[config.mk]
export PLATFORM = sky130hd
export DESIGN_NAME = database_tx_sequencer
export DESIGN_NICKNAME = d
export VERILOG_FILES = /design/src/rtl/database_tx_sequencer_pkg.sv /design/src/rtl/database_tx_sequencer_word_serializer.sv /design/src/rtl/database_tx_sequencer.sv
export SDC_FILE = /design/constraint.sdc
export NUM_CORES = 1
export LEC_CHECK = 0
export CAP_MARGIN = 10
export CORE_ASPECT_RATIO = 0.9
export CORE_MARGIN = 5
export CORE_UTILIZATION = 49
export DETAILED_ROUTE_END_ITERATION = 7
export PLACE_DENSITY = 0.78
export SYNTH_ARGS = -nofsm -noshare
export SYNTH_HDL_FRONTEND = slang
export SYNTH_HIERARCHICAL = 1
export SYNTH_SLANG_ARGS = --single-unit
[constraint.sdc]
create_clock -name i_clock -period 2.1 [get_ports i_clock]
set_input_delay 0.42 -clock i_clock [delete_from_list [all_inputs] [get_ports i_clock]]
set_output_delay 0.42 -clock i_clock [all_outputs]
set_load 0.01 [all_outputs]
[src/rtl/database_tx_sequencer_pkg.sv]
// -----------------------------------------------------------------------------
// database_tx_sequencer_pkg
// Shared definitions for the debug-database dump path.
//   - state_t        : sequencer FSM encoding (3 bits)
//   - SEL_*          : database select codes, shared with database and debug_unit
//   - is_busy_state  : states during which a dump is in progress
// -----------------------------------------------------------------------------
package database_tx_sequencer_pkg;

  typedef enum logic [2:0] {
    ST_IDLE    = 3'd0,
    ST_SELECT  = 3'd1,
    ST_LATCH   = 3'd2,
    ST_SEND    = 3'd3,
    ST_WAIT_TX = 3'd4,
    ST_DONE    = 3'd5
  } state_t;

  localparam logic [2:0] SEL_PC                = 3'd0;
  localparam logic [2:0] SEL_ADDER_PC          = 3'd1;
  localparam logic [2:0] SEL_INSTRUCTION_FETCH = 3'd2;
  localparam logic [2:0] SEL_CONTADOR_CICLOS   = 3'd3;

  // DONE is deliberately excluded: busy drops in the cycle DONE is entered.
  function automatic logic is_busy_state(input state_t s);
    return (s == ST_SELECT) || (s == ST_LATCH) || (s == ST_SEND) || (s == ST_WAIT_TX);
  endfunction

endpackage

[src/rtl/database_tx_sequencer_word_serializer.sv]
// -----------------------------------------------------------------------------
// database_tx_sequencer_word_serializer
// Holds one database word and walks through it least significant byte first.
// Ports:
//   i_clock, i_reset : clock, synchronous active-high reset
//   i_load           : capture i_word, restart at byte 0
//   i_advance        : move to the next byte (ignored on the last byte)
//   i_word           : word to capture
//   o_byte           : currently selected byte (registered)
//   o_last           : current byte is the most significant one
// -----------------------------------------------------------------------------
module database_tx_sequencer_word_serializer #(
  parameter int LONGITUD_INSTRUCCION = 32,
  parameter int OUTPUT_WORD_LENGTH   = 8
) (
  input  logic                            i_clock,
  input  logic                            i_reset,
  input  logic                            i_load,
  input  logic                            i_advance,
  input  logic [LONGITUD_INSTRUCCION-1:0] i_word,
  output logic [OUTPUT_WORD_LENGTH-1:0]   o_byte,
  output logic                            o_last
);

  localparam int BYTES_POR_DATO = LONGITUD_INSTRUCCION / OUTPUT_WORD_LENGTH;
  localparam int BW             = (BYTES_POR_DATO > 1) ? $clog2(BYTES_POR_DATO) : 1;
  localparam logic [BW-1:0] LAST_BYTE = BW'(BYTES_POR_DATO - 1);

  logic [LONGITUD_INSTRUCCION-1:0] r_word;
  logic [BW-1:0]                   r_byte;
  logic [OUTPUT_WORD_LENGTH-1:0]   r_byte_out;
  logic [BW-1:0]                   w_byte_next;
  logic [OUTPUT_WORD_LENGTH-1:0]   w_byte_next_val;

  // Next byte index and the byte it selects, so the output can stay a flop.
  always_comb begin
    w_byte_next     = r_byte + BW'(1);
    w_byte_next_val = OUTPUT_WORD_LENGTH'(r_word >> (w_byte_next * OUTPUT_WORD_LENGTH));
  end

  // Word register, byte counter and registered byte output.
  always_ff @(posedge i_clock) begin
    if (i_reset) begin
      r_word     <= {LONGITUD_INSTRUCCION{1'b0}};
      r_byte     <= {BW{1'b0}};
      r_byte_out <= {OUTPUT_WORD_LENGTH{1'b0}};
    end else if (i_load) begin
      r_word     <= i_word;
      r_byte     <= {BW{1'b0}};
      r_byte_out <= i_word[OUTPUT_WORD_LENGTH-1:0];
    end else if (i_advance && !o_last) begin
      // Saturates at the last byte: never wraps back to byte 0.
      r_byte     <= w_byte_next;
      r_byte_out <= w_byte_next_val;
    end
  end

  assign o_last = (r_byte == LAST_BYTE);
  assign o_byte = r_byte_out;

endmodule

[src/rtl/database_tx_sequencer.sv]
// -----------------------------------------------------------------------------
// database_tx_sequencer
// Dumps every debug-database entry to the UART transmitter, one byte per
// tx_start/tx_done handshake, least significant byte first.
// Ports:
//   i_clock, i_reset    : clock, synchronous active-high reset
//   i_start             : one-cycle dump request (honoured only in IDLE)
//   i_dato_database     : database word for the current select code
//   i_tx_done           : tx finished the last stop bit
//   o_control_database  : database select code
//   o_tx_start, o_data_tx : transmit request pulse and the byte to send
//   o_busy, o_done      : dump in progress / one-cycle completion pulse
// -----------------------------------------------------------------------------
module database_tx_sequencer
  import database_tx_sequencer_pkg::*;
#(
  parameter int LONGITUD_INSTRUCCION       = 32,
  parameter int OUTPUT_WORD_LENGTH         = 8,
  parameter int CANT_BITS_CONTROL_DATABASE = 3,
  parameter int CANT_DATOS                 = 4
) (
  input  logic                                  i_clock,
  input  logic                                  i_reset,
  input  logic                                  i_start,
  input  logic [LONGITUD_INSTRUCCION-1:0]       i_dato_database,
  input  logic                                  i_tx_done,
  output logic [CANT_BITS_CONTROL_DATABASE-1:0] o_control_database,
  output logic                                  o_tx_start,
  output logic [OUTPUT_WORD_LENGTH-1:0]         o_data_tx,
  output logic                                  o_busy,
  output logic                                  o_done
);

  localparam int CB = CANT_BITS_CONTROL_DATABASE;
  localparam logic [CB-1:0] LAST_INDEX  = CB'(CANT_DATOS - 1);
  localparam logic [CB-1:0] FIRST_INDEX = CB'(SEL_PC);

  state_t          r_state;
  state_t          w_next_state;
  logic [CB-1:0]   r_index;
  logic            r_tx_start;
  logic            r_busy;
  logic            r_done;
  logic            w_load;
  logic            w_advance;
  logic            w_index_inc;
  logic            w_index_clr;
  logic            w_last_byte;

  // Next-state and datapath strobes.
  always_comb begin
    w_next_state = r_state;
    w_load       = 1'b0;
    w_advance    = 1'b0;
    w_index_inc  = 1'b0;
    w_index_clr  = 1'b0;
    case (r_state)
      ST_IDLE: begin
        if (i_start) begin
          w_index_clr  = 1'b1;
          w_next_state = ST_SELECT;
        end else begin
          w_next_state = ST_IDLE;
        end
      end
      // Database output lags the select by one clock.
      ST_SELECT: w_next_state = ST_LATCH;
      ST_LATCH: begin
        w_load       = 1'b1;
        w_next_state = ST_SEND;
      end
      // A tx_done coinciding with tx_start belongs to a previous frame.
      ST_SEND: w_next_state = ST_WAIT_TX;
      ST_WAIT_TX: begin
        if (i_tx_done) begin
          if (!w_last_byte) begin
            w_advance    = 1'b1;
            w_next_state = ST_SEND;
          end else if (r_index != LAST_INDEX) begin
            w_index_inc  = 1'b1;
            w_next_state = ST_SELECT;
          end else begin
            w_next_state = ST_DONE;
          end
        end else begin
          w_next_state = ST_WAIT_TX;
        end
      end
      ST_DONE: w_next_state = ST_IDLE;
      default: w_next_state = ST_IDLE;
    endcase
  end

  // State register, entry index and registered handshake outputs.
  always_ff @(posedge i_clock) begin
    if (i_reset) begin
      r_state    <= ST_IDLE;
      r_index    <= {CB{1'b0}};
      r_tx_start <= 1'b0;
      r_busy     <= 1'b0;
      r_done     <= 1'b0;
    end else begin
      r_state <= w_next_state;
      if (w_index_clr) begin
        r_index <= FIRST_INDEX;
      end else if (w_index_inc) begin
        r_index <= r_index + CB'(1);
      end
      r_tx_start <= (w_next_state == ST_SEND);
      r_busy     <= is_busy_state(w_next_state);
      r_done     <= (w_next_state == ST_DONE);
    end
  end

  database_tx_sequencer_word_serializer #(
    .LONGITUD_INSTRUCCION (LONGITUD_INSTRUCCION),
    .OUTPUT_WORD_LENGTH   (OUTPUT_WORD_LENGTH)
  ) u_word_serializer (
    .i_clock   (i_clock),
    .i_reset   (i_reset),
    .i_load    (w_load),
    .i_advance (w_advance),
    .i_word    (i_dato_database),
    .o_byte    (o_data_tx),
    .o_last    (w_last_byte)
  );

  // The index doubles as the select code, so it holds after DONE.
  assign o_control_database = r_index;
  assign o_tx_start         = r_tx_start;
  assign o_busy             = r_busy;
  assign o_done             = r_done;

endmodule
==> flow_summary.ini, run 1 <==
[run_status]
status = completed

[die]
rows = 23
floorplan.die_area_sq_um = 6040
fp.dieW_um = 81.3
ioPinCount = 50
core_area_sq_um = 4430
start_util = 0.506
die_h_um = 74.2

[routing]
initialDrtViolationCount = 128
vias = 1728
via_per_inst = 5.32
dr.pass1.iters = 4
wl_per_cell_um = 14.8
drt_wl_total_um = 4810
drtAntennaViolNets = 0
drc = 0

[clock_tree]
tritoncts = done
cts_max_level = 2
cts_setup_buffers = 0
clock_latency_ns = 0.30
cts-root-buf = clkbuf_8
ctsResizeCount = 0
clock_sinks = 51
cts_buffers = 5
hold_buffers = 0
cts_buffer_depth = 2
clkTransAtPathRegs_ns = 0.09

[timing]
max_freq_ghz = 0.553
slew_violations = 0
rsz0062_at_grt = false
fin_crit_ns = 1.81
hold_viol_final = 0
slew_headroom = 0.579
period_share = 0.862
final.setup.tns_ns = 0
worst_pin_slew_ns = 0.629
final-setup-viol-count = 0
timing.final.ws_setup_ns = 0.291
worst_clock_skew_ns = 0.0108

[placed_design]
dp_hpwl_um = 3400
gp_congestion = 0.839
post-place-cells = 317
portBuffers = 49
dpl_worst_slack_ns = 0.116
placed_cell_area_sq_um = 2800

[logic_synthesis]
yosysTopAreaCell = dfxtp_1
synthTopCellsByCount = dfxtp_1 (51), nor2_1 (41), mux2i_1 (34)
yosysMostFrequentCell = dfxtp_1
ys_ff_latch = 51
ys.flop_type = dfxtp_1
synth_cells = 216
yosysWarnings = 6
netlist_area_sq_um = 2240
synth-edff-count = 0
synth_nets = 255
synth_top_area_share = 0.455
synthTopCellsByArea = dfxtp_1 (45%), mux2i_1 (15%), mux2_2 (7.0%)
yosysUniqueCellTypes = 36
avgSynthCellArea_sq_um = 10.4
async_flop_share = 0
seq_area_frac_synth = 0.455

[global_routing]
antenna_found_initial = 0
first_global_vias = 1673
grt_max_degree = 46
overflow = 0
grt_pass1_wl_um = 7760
grtUsageTotal = 0.164

[layout]
synthToLayoutAreaGrowth_pct = 28.7
finish.instance_area_sq_um = 2890
drive_gt1_frac = 0.129
n_antenna_cell = 0
stdcell_count = 325
fin_nets = 301

[power]
p_seq_frac = 0.533
leakagePower_nw = 1.08
swShare = 0.259
pwr-share-comb = 0.195
clockPowerShare = 0.272
switching_power_mw = 0.520
total_power_mw = 2.01
cellPowerDensity_nw_per_um2 = 696
internal_power_mw = 1.49
vdd_drop_max_mv = 0.479

[min_path]
hold_depth = 2
hp-start = u_word_serializer/r_word[21]
min_to = u_word_serializer/r_word[21]
hold_class = reg -> reg

[critical_path]
crit_slowest_cell = nor3b_2
slowest_delay_ns = 0.47
reg2reg_from = r_state[1]
arrival_ns = 2.00
r2r-end = u_word_serializer/o_byte[5]
r2r_cells = 4
cp_cell_sequence = nor3b_2 > nor2b_1 > a222oi_1 > a211oi_1
criticalPathCategory = reg -> reg
critical_path_required_ns = 2.29
cp-start-kind = flip-flop
end_kind = flip-flop
critPathMaxFanout = 8
reg2reg_slack_ns = 0.29

[run]
drv_cap = 0
==> metal layers <==
| layer | track usage | vias to the layer above | routed length, um |
|---|---|---|---|
| met1 | 0.211 | 812 | 2120 |
| met3 | 0.0484 | 2 | 337 |
| met4 | 0.0469 | 0 | 23 |
| li1 | - | 865 | - |
| met2 | 0.269 | 49 | 2320 |
| met5 | 0 | - | 0 |
==> sequential cells by signal, summed over array words and instances, names as in the netlist <==
name,count
o_tx_start,1
o_control_database,3
u_word_serializer/o_byte,8
u_word_serializer/r_word,32
o_done,1
r_state,3
u_word_serializer/r_byte,2
o_busy,1
==> power groups by stage <==
stage | Sequential [mW] | Combinational [mW] | Clock [mW]
2_1_floorplan | 1.09 | 0.227 | 0
3_3_place_gp | 1.09 | 0.383 | 0
3_5_place_dp | 1.09 | 0.391 | 0
4_1_cts | 1.07 | 0.393 | 0.560
5_1_grt | 1.08 | 0.425 | 0.593
6_report | 1.07 | 0.391 | 0.546
==> cells in the final DEF, fill, tap and decap left out, types with 4 or more instances in the layout <==
cell and n:
mux2i_1 34, mux2_2 14, a211oi_1 9, nor2_1 41, a222oi_1 8, dfxtp_1 51
clkdlybuf4s50_1 49, nor3_1 11, buf_4 4, clkbuf_8 5
==> per-stage QoR <==
step | util | hold slack [ns]
finish | 0.652 | 0.499
CTS | 0.652 | 0.503
detailed placement | 0.632 | 0.478
global placement | 0.632 | 0.467
floorplan | - | 0.453
global route | 0.652 | 0.526
==> worst max-delay path: cells and delay by family (launching register included) <==
kind               cells  cell delay [ns]
and+or+nand+nor        2             0.74
AOI/OAI and AO/OA      2             0.52
DFF                    1             0.44
==> final cells by class <==
type                    count  area (sq um)
multi-input cells         145          1110
clock buffers               6          72.6
well taps                  62          77.6
flip-flops and latches     51          1020
inverters                   3          11.3
repair buffers             56           581
clock inverters             2          12.5
fillers                   397          1540
==> cells by family after synthesis <==
kind of cell,Yosys count,share of synthesized area
XOR/XNOR,3,0.0117
flip-flops,51,0.455
adder cells (fa/ha/maj),3,0.0167
AND/OR/NAND/NOR,64,0.135
multiplexers,51,0.240
AO/OA/AOI/OAI,24,0.0897
buffers and inverters,20,0.0518
==> worst max path at each step <==
stage          cells after the start                            to  slack, ns  startpoint
2_1_floorplan                      7  u_word_serializer/r_word[10]       0.48  r_state[0]
3_3_place_gp                       7   u_word_serializer/r_byte[1]       0.18   i_tx_done
3_5_place_dp                       7   u_word_serializer/o_byte[7]       0.12   i_tx_done
4_1_cts                            4   u_word_serializer/o_byte[5]       0.32  r_state[1]
5_1_grt                            4   u_word_serializer/o_byte[7]       0.17  r_state[1]
6_report                           4   u_word_serializer/o_byte[5]       0.29  r_state[1]
(Power assumes the default switching activity.)
==> run 2: changes to the inputs <==
--- a/config.mk
+++ b/config.mk
@@ -8,9 +8,9 @@
 export CAP_MARGIN = 10
 export CORE_ASPECT_RATIO = 0.9
 export CORE_MARGIN = 5
-export CORE_UTILIZATION = 49
+export CORE_UTILIZATION = 45
 export DETAILED_ROUTE_END_ITERATION = 7
-export PLACE_DENSITY = 0.78
+export PLACE_DENSITY = 0.75
 export SYNTH_ARGS = -nofsm -noshare
 export SYNTH_HDL_FRONTEND = slang
 export SYNTH_HIERARCHICAL = 1
==> constraint.sdc (replaced) <==
create_clock -name i_clock -period 1.65 [get_ports i_clock]
set_input_delay 0.33 -clock i_clock [delete_from_list [all_inputs] [get_ports i_clock]]
set_output_delay 0.33 -clock i_clock [all_outputs]
set_load 0.01 [all_outputs]
==> flow_summary.ini, run 2 (synthesis results as in run 1) <==
[clock_tree]
cts_max_level = 2
cts-root-buf = clkbuf_8
clkTransAtPathRegs_ns = 0.08
cts_buffers = 5
clock_latency_ns = 0.29
tritoncts = done
clock_sinks = 51
cts_buffer_depth = 2

[placed_design]
placed_cell_area_sq_um = 2850
portBuffers = 49
gp_congestion = 0.864
dp_hpwl_um = 3570

[layout]
finish.instance_area_sq_um = 2960
drive_gt1_frac = 0.176
most-common-layout-cells = dfxtp_1 (51), clkdlybuf4s50_1 (49), nor2_1 (40)
layout_commonest_cell = dfxtp_1
n_antenna_cell = 0
largest_reg_flops = 32
fill_cells = 419
synthToLayoutAreaGrowth_pct = 32.0
multi_input_area_sq_um = 1140
final_util = 0.613
max_flop_register = u_word_serializer/r_word
fin_nets = 312
seqCellArea_sq_um = 1020

[timing]
max_freq_ghz = 0.626
period_share = 0.968
worst_pin_slew_ns = 0.411
whs_ns = 0.498
final.setup.tns_ns = 0
slew_violations = 0
worst_clock_skew_ns = 0.00272
fin_crit_ns = 1.60
hold_viol_final = 0
final-setup-viol-count = 0
slew_headroom = 0.726

[critical_path]
critical_path_required_ns = 1.85
slowest_delay_ns = 0.38
critPathMaxFanout = 8
criticalPathCategory = reg -> reg
crit_slowest_cell = nor2b_2
arrival_ns = 1.80
cp-start-kind = flip-flop
end_kind = flip-flop
cp_cell_sequence = ha_2 > nor2b_2 > a222oi_1 > a211oi_1

[global_routing]
grt_max_degree = 26
first_global_vias = 1694
overflow = 0
grtUsageTotal = 0.145
grt_pass1_wl_um = 7800
antenna_found_initial = 0

[run]
drv_cap = 0

[power]
p_seq_frac = 0.536
pwr-share-comb = 0.210
cellPowerDensity_nw_per_um2 = 855
vdd_drop_max_mv = 0.550
leakagePower_nw = 1.12
clockPowerShare = 0.254
swShare = 0.251
total_power_mw = 2.53
internal_power_mw = 1.90
switching_power_mw = 0.636

[routing]
wl_per_cell_um = 14.6
initialDrtViolationCount = 158
drt_wl_total_um = 4900
vias = 1757
dr.pass1.iters = 5
drtAntennaViolNets = 0
drc = 0
via_per_inst = 5.21

[die]
core_area_sq_um = 4830
start_util = 0.464
floorplan.die_area_sq_um = 6500
rows = 24
fp.dieW_um = 84.4
die_h_um = 77
ioPinCount = 50

[run_status]
status = completed

[min_path]
hold_class = reg -> reg
run 2: changes by cell type in the layout (fill, tap and decap cells not counted), sizes merged:
cell / before / now
buf: 7 / 18
clkinv: 1 / 0
clkinvlp: 1 / 0
run 2: final timing paths:
| path | depth (start not counted) | to | slack, ns | from |
|---|---|---|---|---|
| worst min-delay path | 2 | u_word_serializer/r_word[12] | 0.50 | u_word_serializer/r_word[12] |
| worst max register to register | 4 | u_word_serializer/o_byte[6] | 0.05 | u_word_serializer/r_byte[0] |
| worst max-delay path | 4 | u_word_serializer/o_byte[6] | 0.05 | u_word_serializer/r_byte[0] |
| worst min register to register | 2 | u_word_serializer/r_word[12] | 0.50 | u_word_serializer/r_word[12] |
run 2: routing by layer:
layer | GRT usage | wire length [um]
met1 | 0.201 | 2370
met2 | 0.227 | 2170
met3 | 0.0364 | 344
met4 | 0.0332 | 26
met5 | 0 | 0
run 2: critical path: cells and delay by family, from the launching register on:
family                   cells  cell delay, ns
AO/OA/AOI/OAI                2            0.46
adder cells (fa/ha/maj)      1            0.34
flip-flops                   1            0.33
AND/OR/NAND/NOR              1            0.38
run 2: cell type report:
class,instances,share of cell area
Clock buffer,6,0.0245
Inverter,3,0.00380
Multi-Input combinational cell,145,0.385
Sequential cell,51,0.345
Tap cell,65,0.0274
Timing Repair Buffer,67,0.215
run 2: metrics by stage:
stage,worst slack [ns],instances
final,0.0535,337
after global routing,-0.00733,337
after CTS,-0.00675,337
after detailed placement,-0.216,331
after global placement,-0.169,331
after floorplan,0.0292,216
run 2: power groups by stage:
stage / Combinational, mW / Clock, mW / Sequential, mW
after floorplan: 0.289 / 0 / 1.39
after global placement: 0.508 / 0 / 1.38
after detailed placement: 0.516 / 0 / 1.38
after CTS: 0.522 / 0.661 / 1.36
after global routing: 0.574 / 0.709 / 1.37
final: 0.533 / 0.644 / 1.36
run 2: repair_timing:
action | 4_1_cts | 5_1_grt
resized for setup | 2 | 8
setup endpoints to repair | 8 | 20
pin swaps | 0 | 1
setup buffers | 0 | 0
hold buffers | 0 | 0
